### config.mk
export PLATFORM = sky130hd
export DESIGN_NAME = mem_to_axis_reader_flat
export DESIGN_NICKNAME = d
export VERILOG_FILES = /design/src/rtl/mem_axis_pkg.sv /design/src/rtl/mem_to_axis_reader_if.sv /design/src/rtl/mem_axis_byte_packer.sv /design/src/rtl/mem_to_axis_reader.sv /design/src/flat_wrapper.sv
export SDC_FILE = /design/constraint.sdc
export NUM_CORES = 1
export LEC_CHECK = 0
export ABC_AREA = 1
export CAP_MARGIN = 20
export CORE_MARGIN = 10
export CORE_UTILIZATION = 45
export DETAILED_ROUTE_END_ITERATION = 6
export PLACE_DENSITY = 0.77
export SYNTH_ARGS = -nofsm -noshare
export SYNTH_HDL_FRONTEND = slang
export SYNTH_SLANG_ARGS = --single-unit
### constraint.sdc
create_clock -name m00_axis_aclk -period 2.24 [get_ports m00_axis_aclk]
set_clock_uncertainty 0.15 [all_clocks]
set_input_delay 0.448 -clock m00_axis_aclk [delete_from_list [all_inputs] [get_ports m00_axis_aclk]]
set_output_delay 0.448 -clock m00_axis_aclk [all_outputs]
set_load 0.05 [all_outputs]
### src/rtl/mem_axis_pkg.sv
// Shared types and helpers for the memory-to-AXI-Stream reader:
// FSM state encoding, beat geometry and byte-qualifier generation.
package mem_axis_pkg;

    localparam int AXIS_TDATA_WIDTH = 32;
    localparam int BYTES_PER_BEAT   = AXIS_TDATA_WIDTH / 8;

    typedef enum logic [2:0] {
        ST_IDLE    = 3'd0,
        ST_FETCH   = 3'd1,
        ST_CAPTURE = 3'd2,
        ST_VALID   = 3'd3,
        ST_DONE    = 3'd4
    } state_t;

    // Low n lanes qualified, remaining lanes cleared.
    function automatic logic [BYTES_PER_BEAT-1:0] strb_from_count(input logic [2:0] n);
        logic [BYTES_PER_BEAT-1:0] s;
        case (n)
            3'd0:    s = 4'b0000;
            3'd1:    s = 4'b0001;
            3'd2:    s = 4'b0011;
            3'd3:    s = 4'b0111;
            3'd4:    s = 4'b1111;
            default: s = 4'b0000;
        endcase
        return s;
    endfunction

endpackage

### src/rtl/mem_to_axis_reader_if.sv
// AXI-Stream beat bundle driven by the reader (master) toward a downstream sink (slave).
interface mem_to_axis_reader_if
    import mem_axis_pkg::*;
#(
    parameter int DATA_WIDTH = AXIS_TDATA_WIDTH
);
    logic [DATA_WIDTH-1:0]   tdata;
    logic [DATA_WIDTH/8-1:0] tstrb;
    logic                    tvalid;
    logic                    tready;
    logic                    tlast;

    modport master (output tdata, output tstrb, output tvalid, output tlast, input tready);
    modport slave  (input tdata, input tstrb, input tvalid, input tlast, output tready);
endinterface

### src/rtl/mem_axis_byte_packer.sv
// Four-lane byte register: cleared at beat start, filled one lane per captured
// memory byte, and carrying the byte-qualifier pattern for the beat being built.
module mem_axis_byte_packer
    import mem_axis_pkg::*;
(
    input  logic                          clk,
    input  logic                          rst_n,
    input  logic                          clear,
    input  logic [2:0]                    beat_n,
    input  logic                          capture_en,
    input  logic [1:0]                    lane,
    input  logic [7:0]                    byte_in,
    output logic [AXIS_TDATA_WIDTH-1:0]   data,
    output logic [BYTES_PER_BEAT-1:0]     strb
);

    logic [BYTES_PER_BEAT-1:0][7:0] lanes_r;
    logic [BYTES_PER_BEAT-1:0]      strb_r;

    // Lane storage; clearing zeroes unused lanes of a short final beat.
    always_ff @(posedge clk or negedge rst_n) begin
        if (!rst_n) begin
            lanes_r <= '0;
            strb_r  <= '0;
        end else if (clear) begin
            lanes_r <= '0;
            strb_r  <= strb_from_count(beat_n);
        end else if (capture_en) begin
            lanes_r[lane] <= byte_in;
        end else begin
            lanes_r <= lanes_r;
        end
    end

    assign data = lanes_r;
    assign strb = strb_r;

endmodule

### src/rtl/mem_to_axis_reader.sv
// Reads byte_count bytes starting at base_addr from a byte-wide memory and
// emits them as little-endian packed 32-bit AXI-Stream beats with tstrb/tlast.
module mem_to_axis_reader
    import mem_axis_pkg::*;
#(
    parameter int C_AXIS_TDATA_WIDTH = 32,
    parameter int ADDR_WIDTH         = 16
)
(
    input  logic                  m00_axis_aclk,
    input  logic                  m00_axis_aresetn,
    input  logic                  start,
    input  logic [ADDR_WIDTH-1:0] base_addr,
    input  logic [ADDR_WIDTH-1:0] byte_count,
    output logic                  busy,
    output logic                  done,
    output logic [ADDR_WIDTH-1:0] mem_addr,
    output logic                  mem_read_en,
    input  logic [7:0]            mem_data_out,
    mem_to_axis_reader_if.master  m00_axis
);

    state_t                  state_r;
    state_t                  state_next_s;
    logic [ADDR_WIDTH-1:0]   addr_r;
    logic [ADDR_WIDTH-1:0]   remaining_r;
    logic [ADDR_WIDTH-1:0]   rem_src_s;
    logic [2:0]              beat_n_r;
    logic [2:0]              beat_n_next_s;
    logic [2:0]              issue_idx_r;
    logic                    beat_start_s;
    logic                    cap_en_r;
    logic [1:0]              cap_lane_r;
    logic                    busy_r;
    logic                    done_r;
    logic                    mem_read_en_r;
    logic                    tvalid_r;
    logic                    tlast_r;
    logic [C_AXIS_TDATA_WIDTH-1:0] data_s;
    logic [BYTES_PER_BEAT-1:0]     strb_s;

    // State register.
    always_ff @(posedge m00_axis_aclk or negedge m00_axis_aresetn) begin
        if (!m00_axis_aresetn) begin
            state_r <= ST_IDLE;
        end else begin
            state_r <= state_next_s;
        end
    end

    // Next-state decode.
    always_comb begin
        state_next_s = state_r;
        case (state_r)
            ST_IDLE: begin
                if (start) begin
                    if (byte_count != '0) begin
                        state_next_s = ST_FETCH;
                    end else begin
                        state_next_s = ST_DONE;
                    end
                end else begin
                    state_next_s = ST_IDLE;
                end
            end
            ST_FETCH: begin
                if (issue_idx_r == (beat_n_r - 3'd1)) begin
                    state_next_s = ST_CAPTURE;
                end else begin
                    state_next_s = ST_FETCH;
                end
            end
            ST_CAPTURE: state_next_s = ST_VALID;
            ST_VALID: begin
                if (m00_axis.tready) begin
                    if (remaining_r == '0) begin
                        state_next_s = ST_DONE;
                    end else begin
                        state_next_s = ST_FETCH;
                    end
                end else begin
                    state_next_s = ST_VALID;
                end
            end
            ST_DONE:  state_next_s = ST_IDLE;
            default:  state_next_s = ST_IDLE;
        endcase
    end

    // Beat size is taken from the count latched at start or what is left after the previous beat.
    always_comb begin
        rem_src_s     = (state_r == ST_IDLE) ? byte_count : remaining_r;
        beat_n_next_s = (rem_src_s >= ADDR_WIDTH'(4)) ? 3'd4 : rem_src_s[2:0];
        beat_start_s  = (state_next_s == ST_FETCH) && (state_r != ST_FETCH);
    end

    // Address and remaining-byte counters; address wraps naturally at the top of memory.
    always_ff @(posedge m00_axis_aclk or negedge m00_axis_aresetn) begin
        if (!m00_axis_aresetn) begin
            addr_r      <= '0;
            remaining_r <= '0;
        end else if ((state_r == ST_IDLE) && start) begin
            addr_r      <= base_addr;
            remaining_r <= byte_count;
        end else if (state_r == ST_FETCH) begin
            addr_r      <= addr_r + ADDR_WIDTH'(1);
            remaining_r <= remaining_r - ADDR_WIDTH'(1);
        end else begin
            addr_r      <= addr_r;
            remaining_r <= remaining_r;
        end
    end

    // Per-beat read issue tracking; each issued read lands in its lane one cycle later.
    always_ff @(posedge m00_axis_aclk or negedge m00_axis_aresetn) begin
        if (!m00_axis_aresetn) begin
            beat_n_r    <= 3'd0;
            issue_idx_r <= 3'd0;
            cap_en_r    <= 1'b0;
            cap_lane_r  <= 2'd0;
        end else begin
            if (beat_start_s) begin
                beat_n_r    <= beat_n_next_s;
                issue_idx_r <= 3'd0;
            end else if (state_r == ST_FETCH) begin
                issue_idx_r <= issue_idx_r + 3'd1;
            end else begin
                issue_idx_r <= issue_idx_r;
            end
            cap_en_r   <= (state_r == ST_FETCH);
            cap_lane_r <= issue_idx_r[1:0];
        end
    end

    // Registered status/strobe outputs, decoded from the state being entered.
    always_ff @(posedge m00_axis_aclk or negedge m00_axis_aresetn) begin
        if (!m00_axis_aresetn) begin
            busy_r        <= 1'b0;
            done_r        <= 1'b0;
            mem_read_en_r <= 1'b0;
            tvalid_r      <= 1'b0;
            tlast_r       <= 1'b0;
        end else begin
            busy_r        <= (state_next_s == ST_FETCH) || (state_next_s == ST_CAPTURE) ||
                             (state_next_s == ST_VALID);
            done_r        <= (state_next_s == ST_DONE);
            mem_read_en_r <= (state_next_s == ST_FETCH);
            tvalid_r      <= (state_next_s == ST_VALID);
            tlast_r       <= (state_next_s == ST_VALID) && (remaining_r == '0);
        end
    end

    mem_axis_byte_packer u_packer (
        .clk        (m00_axis_aclk),
        .rst_n      (m00_axis_aresetn),
        .clear      (beat_start_s),
        .beat_n     (beat_n_next_s),
        .capture_en (cap_en_r),
        .lane       (cap_lane_r),
        .byte_in    (mem_data_out),
        .data       (data_s),
        .strb       (strb_s)
    );

    assign busy            = busy_r;
    assign done            = done_r;
    assign mem_addr        = addr_r;
    assign mem_read_en     = mem_read_en_r;
    assign m00_axis.tdata  = data_s;
    assign m00_axis.tstrb  = strb_s;
    assign m00_axis.tvalid = tvalid_r;
    assign m00_axis.tlast  = tlast_r;

endmodule

### src/flat_wrapper.sv
// flat-port wrapper written by rule: the top's interface ports become plain ports
module mem_to_axis_reader_flat import mem_axis_pkg::*;
#(
    parameter int C_AXIS_TDATA_WIDTH = 32,
    parameter int ADDR_WIDTH         = 16
)
  (m00_axis_aclk, m00_axis_aresetn, start, base_addr, byte_count, busy, done, mem_addr, mem_read_en, mem_data_out, m00_axis_tdata, m00_axis_tstrb, m00_axis_tvalid, m00_axis_tlast, m00_axis_tready);
  mem_to_axis_reader_if #(.DATA_WIDTH(32)) m00_axis_i ();
  input  logic m00_axis_aclk;
  input  logic m00_axis_aresetn;
  input  logic start;
  input  logic [ADDR_WIDTH-1:0] base_addr;
  input  logic [ADDR_WIDTH-1:0] byte_count;
  output logic busy;
  output logic done;
  output logic [ADDR_WIDTH-1:0] mem_addr;
  output logic mem_read_en;
  input  logic [7:0] mem_data_out;
  output wire logic [$bits(m00_axis_i.tdata)-1:0] m00_axis_tdata;
  output wire logic [$bits(m00_axis_i.tstrb)-1:0] m00_axis_tstrb;
  output wire logic [$bits(m00_axis_i.tvalid)-1:0] m00_axis_tvalid;
  output wire logic [$bits(m00_axis_i.tlast)-1:0] m00_axis_tlast;
  input wire logic [$bits(m00_axis_i.tready)-1:0] m00_axis_tready;
  assign m00_axis_tdata = m00_axis_i.tdata;
  assign m00_axis_tstrb = m00_axis_i.tstrb;
  assign m00_axis_tvalid = m00_axis_i.tvalid;
  assign m00_axis_tlast = m00_axis_i.tlast;
  assign m00_axis_i.tready = m00_axis_tready;
  mem_to_axis_reader #(.C_AXIS_TDATA_WIDTH(C_AXIS_TDATA_WIDTH), .ADDR_WIDTH(ADDR_WIDTH)) u_core (.m00_axis_aclk(m00_axis_aclk), .m00_axis_aresetn(m00_axis_aresetn), .start(start), .base_addr(base_addr), .byte_count(byte_count), .busy(busy), .done(done), .mem_addr(mem_addr), .mem_read_en(mem_read_en), .mem_data_out(mem_data_out), .m00_axis(m00_axis_i));
endmodule
# Yosys cells after proc, flatten, opt, wreduce, memory -nomap -nowiden
# Index checks and enable logic that the tools add are counted.
dict set report totals {
  reg_bits 85
  word_cells 69
}
dict set report classes {
  n_eq_ne 13
  n_mux 20
  n_reduce_logical 12
  magnitude_cmp 3
  n_addsub 4
}
# cell n
set op_table {}
lappend op_table {{$mux W16} 5}
lappend op_table {{$mux W32} 2}
lappend op_table {{$bwmux W32} 1}
lappend op_table {{$mux W3} 7}
lappend op_table {{$eq A3 B2 Y1 const B} 6}
lappend op_table {{$add A16 B1 Y16 const B} 1}
lappend op_table {{$demux W8 S2} 1}
lappend op_table {{$ge A16 B3 Y1 const B} 1}
lappend op_table {{$logic_not A16 Y1} 1}
lappend op_table {{$pmux W4 S4} 1}
lappend op_table {{$reduce_bool A16 Y1} 1}
lappend op_table {{$sub A16 B1 Y16 const B} 1}
lappend op_table {{$pmux W3 S4} 1}
lappend op_table {{$eq A3 B1 Y1 const B} 3}
lappend op_table {{$mux W8} 1}
lappend op_table {{$eq A3 B3 Y1 const B} 2}
lappend op_table {{$reduce_bool A2 Y1} 3}
lappend op_table {{$logic_and A1 B1 Y1} 4}
lappend op_table {{$add A3 B1 Y3 const B} 1}
lappend op_table {{$eq A3 B3 Y1} 1}
lappend op_table {{$logic_not A3 Y1} 1}
lappend op_table {{$lt A2 B3 Y1 const B} 1}
lappend op_table {{$ne A3 B1 Y1 const B} 1}
lappend op_table {{$sub A3 B1 Y3 const B} 1}
lappend op_table {{other kinds (3)} 4}

# Longest topological paths before layout
# Gate-level depths: netlist of the first run.
dict set report depth {
  ltp_word 7
  depth_mapped 13
}

# Hierarchy
# From an unflattened synthesis of the first run, not the netlist that was laid out.
dict set report hier_totals {
  hier_cells 581
  area_unflattened_um2 4660.7
}
# mod n_inst area_per_inst_um2 cells_per_inst
set by_module_without_submodules {}
lappend by_module_without_submodules {mem_to_axis_reader 1 3090.5 398}
lappend by_module_without_submodules {mem_axis_byte_packer 1 1570.3 183}

# Worst setup path after synthesis of the first run
# Ideal clock, no wire load.
dict set report synth_timing {
  path_type {register to register}
  from {reg u_core.addr_r[0] (netlist: u_core.mem_addr[0])}
  to {reg u_core.addr_r[14] (netlist: u_core.mem_addr[14])}
  path_stages_with_launch 11
  slack_ns 0.274
  arrival_time_ns 1.699
  setup_ns 0.116
  path_buffers 0
  cell_sequence {dfrtp_1 ha_1 nand2_1 nor2_1 nand2_1 nor2_1 nand3_1 nand2_1 o21ai_0 nand2_1 nand2_1}
}
dict set report synth_via {
  elab_chain_cells 3
}
# item line_no
set synth_rtl {}
lappend synth_rtl {{from (decl)} mem_to_axis_reader.sv:25} ;# logic [ADDR_WIDTH-1:0] addr_r;
lappend synth_rtl {{from (signal assigned)} mem_to_axis_reader.sv:103} ;# addr_r <= base_addr;
lappend synth_rtl {{from (signal assigned)} mem_to_axis_reader.sv:106} ;# addr_r <= addr_r + ADDR_WIDTH'(1);
lappend synth_rtl {{from (signal assigned)} mem_to_axis_reader.sv:109} ;# addr_r <= addr_r;
lappend synth_rtl {{$add A16 B1 Y16} mem_to_axis_reader.sv:106}
lappend synth_rtl {{$mux W16} mem_to_axis_reader.sv:105} ;# end else if (state_r == ST_FETCH) begin
lappend synth_rtl {{$mux W16} mem_to_axis_reader.sv:102} ;# end else if ((state_r == ST_IDLE) && start) begin
# No other way between the ends. The select of a mux whose other input is x is not followed.
# A chain may end at the register's enable or synchronous reset.

# Worst setup path after layout of the first run
dict set report layout_timing {
  from {reg u_core.u_packer.lanes_r (netlist bit u_core.u_packer.data[12])}
  to {out m00_axis_tdata[12]}
}
# item line_no
set layout_rtl {}
lappend layout_rtl {{from (decl)} mem_axis_byte_packer.sv:17} ;# logic [BYTES_PER_BEAT-1:0][7:0] lanes_r;
lappend layout_rtl {{from (signal, indexed assignment)} mem_axis_byte_packer.sv:29} ;# lanes_r[lane] <= byte_in;
lappend layout_rtl {{from (signal assigned)} mem_axis_byte_packer.sv:31} ;# lanes_r <= lanes_r;
lappend layout_rtl {{to (decl)} flat_wrapper.sv:19} ;# output wire logic [$bits(m00_axis_i.tdata)-1:0] m00_axis_tdata;
# No word-level cell between the ends.

==> results.sh, run 1 <==
export IMPL_antenna_cells=0
export IMPL_post_cts_buffers=0
export IMPL_rsz0062_at_grt="no"
export IMPL_cp_slowest_stage_delay_ps=820
export IMPL_io_pins=101
export IMPL_hold_viol=0
export IMPL_netlist_area_um2=4550
export IMPL_wl_met2_mm=6.02
export IMPL_p_switching_mw=5.08
export IMPL_setup_viol=0
export IMPL_grt_pass1_vias=4061
export IMPL_cts_buffers=9
export IMPL_layout_drive_gt1_share_pct=11.3
export IMPL_drtIter0Drc=320
export IMPL_syn_avg_cell_area_um2=7.83
export IMPL_timing_hold_worst_start="u_core.u_packer.strb[3]$_DFFE_PN0P_"
export IMPL_cts_tree="built"
export IMPL_wl_met1_mm=5.39
export IMPL_htreeDepth=3
export IMPL_synthCells=581
export IMPL_ant_nets=0
export IMPL_cp_data_arrival_time_ps=1570
export IMPL_met3_length_um=754
export IMPL_timing_slew_headroom_pct=62.1
export IMPL_outcome="finished clean"
export IMPL_reg2reg_from="u_core.beat_n_r[0]$_DFFE_PN0P_"
export IMPL_path_buf_inv=1
export IMPL_dieHeight_um=121
export IMPL_globalplace_congestion=0.934
export IMPL_top_layer_used="met4"
export IMPL_p_clk_share_pct=12.7
export IMPL_fin_tns_setup_ps=0
export IMPL_period_minus_slack_ps=2160
export IMPL_yosysSeqAreaShare_pct=46.8
export IMPL_tightestPinTransition_ps=568
export IMPL_grt_pass1_wl_mm=20.4
export IMPL_cpMaxStageDelayCell="clkdlybuf4s50_1"
export IMPL_period_share_pct=96.6
export IMPL_clk_latency_ps=360
export IMPL_start_kind="flop"
export IMPL_fmax_mhz=462
export IMPL_final_common_cell="nand2_1"
export IMPL_cap_violations=0
export IMPL_end_kind="output port"
export IMPL_finalNetCount=746
export IMPL_clockBufferDepth=2
export IMPL_hp_class="reg2reg"
export IMPL_die_w_um=121
export IMPL_post_drt_wl_per_cell_um=14.7
export IMPL_cp_max_fo=2
export IMPL_syn_nets=630
export IMPL_die_area_um2=14500
export IMPL_cp_required_ps=1640
export IMPL_vdd_ir_drop_max_mv=0.895
export IMPL_via_count=4143
export IMPL_start_util_pct=46.3
export IMPL_critPathTopFamily="buffers and inverters"
export IMPL_wl_mm=12.3
export IMPL_internal_power_mw=4.92
export IMPL_port_buffers=100
export IMPL_drv_slew=0
export IMPL_gr_total_overflow=0
export IMPL_pre_cts_ws_ps=-113
export IMPL_seq_power_share_pct=28.0
export IMPL_crit_type="reg2out"
export IMPL_dpl_hpwl_mm=9.33
export IMPL_antenna_found_initial=0
export IMPL_viasPerCell=4.96
export IMPL_ctsRootBufferMaster="clkbuf_8"
export IMPL_grt_use_total_pct=17.1
export IMPL_yosysWarnings=0
export IMPL_grt_max_degree=38
export IMPL_clk_pin_slew_ps=90
export IMPL_area_growth_syn_to_layout_pct=32.9
export IMPL_critPathLaunch="u_core.u_packer.data[12]$_DFFE_PN0P_"
export IMPL_path_cells="clkdlybuf4s50_1"
export IMPL_yosysUniqueCellTypes=34
export IMPL_core_region_area_um2=9820
export IMPL_p_sw_share_pct=50.8
export IMPL_cts_sinks=85
export IMPL_final_cell_mix="nand2_1 (180), dfrtp_1 (85), clkdlybuf4s50_1 (84)"
export IMPL_p_leak_nw=2.97
export IMPL_rows=36
export IMPL_first_pass_iters=5
export IMPL_p_per_area_nw_per_um2=1650
export IMPL_fin_ws_ps=75.8
export IMPL_comb_power_share_pct=59.3
export IMPL_remaining_drc_errors=0
export IMPL_ys_ff_latch=85
## power groups by stage
stage	Combinational [mW]	Clock (mW)	Sequential [mW]
final	5.92	1.27	2.80
after global routing	6.48	1.34	2.90
after CTS	5.96	1.28	2.80
after detailed placement	5.98	0	2.83
after global placement	5.85	0	2.80
after floorplan	2.70	0	4.18
## final timing paths
| path | end | cells after the start | slack (ps) |
|---|---|---|---|
| setup / recovery | m00_axis_tdata[12] | 1 | 80 |
| hold / removal | u_core.u_packer.strb[3]$_DFFE_PN0P_ | 2 | 340 |
| setup reg to reg | u_core.beat_n_r[0]$_DFFE_PN0P_ | 12 | 220 |
| hold reg to reg | u_core.u_packer.strb[3]$_DFFE_PN0P_ | 2 | 340 |
| max in group asynchronous | u_core.u_packer.data[17]$_DFFE_PN0P_ | 3 | 900 |
| min in group asynchronous | u_core.remaining_r[12]$_DFFE_PN0P_ | 2 | 410 |
## layer usage
metal,GRT usage [%],up-vias
met5,0,-
met4,5.51,0
met3,4.37,9
met2,28.7,120
met1,20.9,1948
li1,-,2066
## sequential cells by signal, summed over array words and instances (netlist names)
signal and count:
u_core.state_r 3, u_core.remaining_r 16, u_core.m00_axis.tlast 1, u_core.issue_idx_r 3
u_core.u_packer.data 32, u_core.cap_lane_r 2, u_core.cap_en_r 1, u_core.m00_axis.tvalid 1
u_core.mem_addr 16, u_core.mem_read_en 1, u_core.busy 1, u_core.beat_n_r 3
u_core.u_packer.strb 4, u_core.done 1
## timing repair
item	CTS	global route
setup endpoints to repair	8	1
hold buffers	1	0
endpoints found under the hold margin	26	0
gates resized for setup	8	1
## layout make-up
| type | count | area (µm²) |
|---|---|---|
| tap | 133 | 166 |
| clock inverter | 6 | 93.8 |
| sequential | 85 | 2130 |
| clock buffer | 10 | 138 |
| multi-input combinational | 398 | 2010 |
| timing repair buffer | 122 | 1210 |
| inverter | 81 | 307 |
| fill | 917 | 3770 |
## cells by family after synthesis
kind of cell               count (synthesis)  share of synthesized area [%]
xor gates and xnor gates                  18                           3.47
adders and majority gates                  5                           1.38
DFF                                       85                           46.8
buffers and inverters                     98                           9.11
and+or+nand+nor                          301                           29.5
AOI/OAI and AO/OA                         74                           9.77
## Yosys cell counts, drive strengths merged
library cell | instances | area share (%)
nand2 | 194 | 17
ha | 5 | 1.4
clkbuf | 7 | 0.58
o21bai | 2 | 0.33
inv | 81 | 6.7
nor2 | 48 | 5.0
nand3 | 36 | 4.6
or2 | 4 | 0.55
o221ai | 6 | 1.2
o32ai | 2 | 0.39
buf | 10 | 1.8
nand3b | 1 | 0.17
o21ai | 45 | 5.0
a21oi | 5 | 0.63
xor2 | 14 | 2.7
nor3 | 8 | 0.99
xnor2 | 4 | 0.77
dfrtp | 85 | 47
nand4 | 10 | 1.4
o211ai | 14 | 2.3
## per-stage QoR
step / cell area [µm²] / hold slack (ps) / instances / utilization, % / power (mW)
2_1_floorplan: 4550 / 2.41 / 581 / - / 6.88
3_3_place_gp: 5810 / 260 / 818 / 59.2 / 8.64
3_5_place_dp: 5810 / 267 / 818 / 59.2 / 8.81
4_1_cts: 6040 / 337 / 835 / 61.5 / 10.0
5_1_grt: 6040 / 364 / 835 / 61.6 / 10.7
6_report: 6040 / 335 / 835 / 61.6 / 10.0
(Power assumes the default switching activity.)
==> inputs of run 2 (changes only) <==
Settings changed: CTS_CLUSTER_SIZE set to 8, PLACE_DENSITY 0.77 to 0.8.
==> run 2 against run 1 <==
  * Final area decreased by 0.83%
  * First-iteration DRC count is 6.9% lower
  * Highest routed layer unchanged
  * Largest cell class unchanged
  * Hold slack worse by 19 ps
  * Critical endpoint is now mem_addr[15]
==> results.sh, run 2 (synthesis results as in run 1) <==
export IMPL_outcome="finished clean"
export IMPL_period_share_pct=97.4
export IMPL_drtIter0Drc=298
export IMPL_area_growth_syn_to_layout_pct=31.8
export IMPL_cts_sinks=85
export IMPL_globalplace_congestion=0.905
export IMPL_end_kind="output port"
export IMPL_htreeDepth=3
export IMPL_hold_viol=0
export IMPL_grt_pass1_wl_mm=21.0
export IMPL_hp_class="reg2reg"
export IMPL_cp_slowest_stage_delay_ps=830
export IMPL_p_sw_share_pct=50.9
export IMPL_start_kind="flop"
export IMPL_seq_power_share_pct=28.2
export IMPL_finalNetCount=743
export IMPL_rows=36
export IMPL_rsz0062_at_grt="no"
export IMPL_ant_nets=0
export IMPL_drv_slew=0
export IMPL_cp_data_arrival_time_ps=1580
export IMPL_clk_latency_ps=360
export IMPL_fmax_mhz=458
export IMPL_final_cell_mix="nand2_1 (180), clkdlybuf4s50_1 (85), dfrtp_1 (85)"
export IMPL_placedCellCount=815
export IMPL_die_w_um=121
export IMPL_cts_buffers=9
export IMPL_dieHeight_um=121
export IMPL_remaining_drc_errors=0
export IMPL_stdcell_count=832
export IMPL_cp_max_fo=4
export IMPL_cp_required_ps=1640
export IMPL_die_area_um2=14500
export IMPL_clk_pin_slew_ps=90
export IMPL_period_minus_slack_ps=2180
export IMPL_crit_type="reg2out"
export IMPL_ctsRootBufferMaster="clkbuf_8"
export IMPL_viasPerCell=5.07
export IMPL_core_region_area_um2=9820
export IMPL_grt_max_degree=48
export IMPL_setup_viol=0
export IMPL_grt_use_total_pct=17.3
export IMPL_antenna_cells=0
export IMPL_p_per_area_nw_per_um2=1660
export IMPL_io_pins=101
export IMPL_dpl_hpwl_mm=9.06
export IMPL_cpMaxStageDelayCell="clkdlybuf4s50_1"
export IMPL_p_clk_share_pct=12.0
export IMPL_wl_mm=12.1
export IMPL_tightestPinTransition_ps=605
export IMPL_via_count=4218
export IMPL_final_common_cell="nand2_1"
export IMPL_antenna_found_initial=0
export IMPL_post_drt_wl_per_cell_um=14.6
export IMPL_timing_slew_headroom_pct=59.6
export IMPL_p_leak_nw=2.93
export IMPL_port_buffers=100
export IMPL_first_pass_iters=6
export IMPL_path_cells="clkdlybuf4s50_1"
export IMPL_fillers=902
export IMPL_start_util_pct=46.3
export IMPL_p_switching_mw=5.06
export IMPL_gr_total_overflow=0
export IMPL_post_cts_buffers=0
export IMPL_grt_pass1_vias=4398
export IMPL_vdd_ir_drop_max_mv=0.819
export IMPL_cts_tree="built"
export IMPL_clockBufferDepth=2
export IMPL_layout_drive_gt1_share_pct=10.7
export IMPL_comb_power_share_pct=59.8
export IMPL_largest_reg_flops=32
export IMPL_fin_tns_setup_ps=0
export IMPL_cap_violations=0
export IMPL_path_buf_inv=1
export IMPL_critPathTopFamily="buffers and inverters"
export IMPL_internal_power_mw=4.89
## run 2: cell type report
| type | count | area [µm²] | area share, % |
|---|---|---|---|
| clock buffers | 11 | 131 | 2.19 |
| clock inverters | 5 | 85.1 | 1.42 |
| inverters | 81 | 307 | 5.11 |
| repair buffers | 119 | 1170 | 19.5 |
| flip-flops and latches | 85 | 2130 | 35.5 |
| well taps | 133 | 166 | 2.78 |
| multi-input cells | 398 | 2010 | 33.5 |
## run 2: routing by layer
metal	part of all wire, %	global-route usage [%]
met5	0	0
met4	1.4	6.33
met3	8.0	5.54
met2	48	28.5
met1	43	20.8
## run 2: path summary, 6_finish.rpt
kind | from | slack, ps | endpoint | cells after the start
max | u_core.mem_addr[15]$_DFFE_PN0P_ | 60 | mem_addr[15] | 1
min | u_core.issue_idx_r[1]$_DFFE_PN0P_ | 320 | u_core.cap_lane_r[1]$_DFF_PN0_ | 0
max reg2reg | u_core.beat_n_r[0]$_DFFE_PN0P_ | 160 | u_core.u_packer.data[14]$_DFFE_PN0P_ | 12
min reg2reg | u_core.issue_idx_r[1]$_DFFE_PN0P_ | 320 | u_core.cap_lane_r[1]$_DFF_PN0_ | 0
max in group asynchronous | m00_axis_aresetn | 860 | u_core.u_packer.strb[1]$_DFFE_PN0P_ | 3
min in group asynchronous | m00_axis_aresetn | 460 | u_core.u_packer.data[4]$_DFFE_PN0P_ | 2
## run 2: power groups by stage
stage	clock network (mW)	registers, mW	logic (mW)
after global placement	0	2.80	5.82
final	1.19	2.80	5.95
after CTS	1.22	2.79	5.99
after floorplan	0	4.18	2.70
after global routing	1.29	2.89	6.53
after detailed placement	0	2.81	6.00
## run 2: through the flow
step | total power [mW] | setup WS [ps] | utilization (%) | area [µm²] | hold slack [ps]
after floorplan | 6.88 | 274 | - | 4550 | 2.41
after global placement | 8.61 | -41.9 | 58.8 | 5770 | 299
after detailed placement | 8.81 | -113 | 58.8 | 5770 | 302
after CTS | 10.0 | 22.9 | 61.0 | 5990 | 319
after global routing | 10.7 | 0.475 | 61.0 | 5990 | 324
final | 9.94 | 57.6 | 61.0 | 5990 | 316
## run 2: what timing repair did
item / in CTS / in global routing
endpoints found under the hold margin: 38 / 0
endpoints found under the setup margin: 6 / 1
gates resized for setup: 6 / 1
hold buffers: 1 / 0
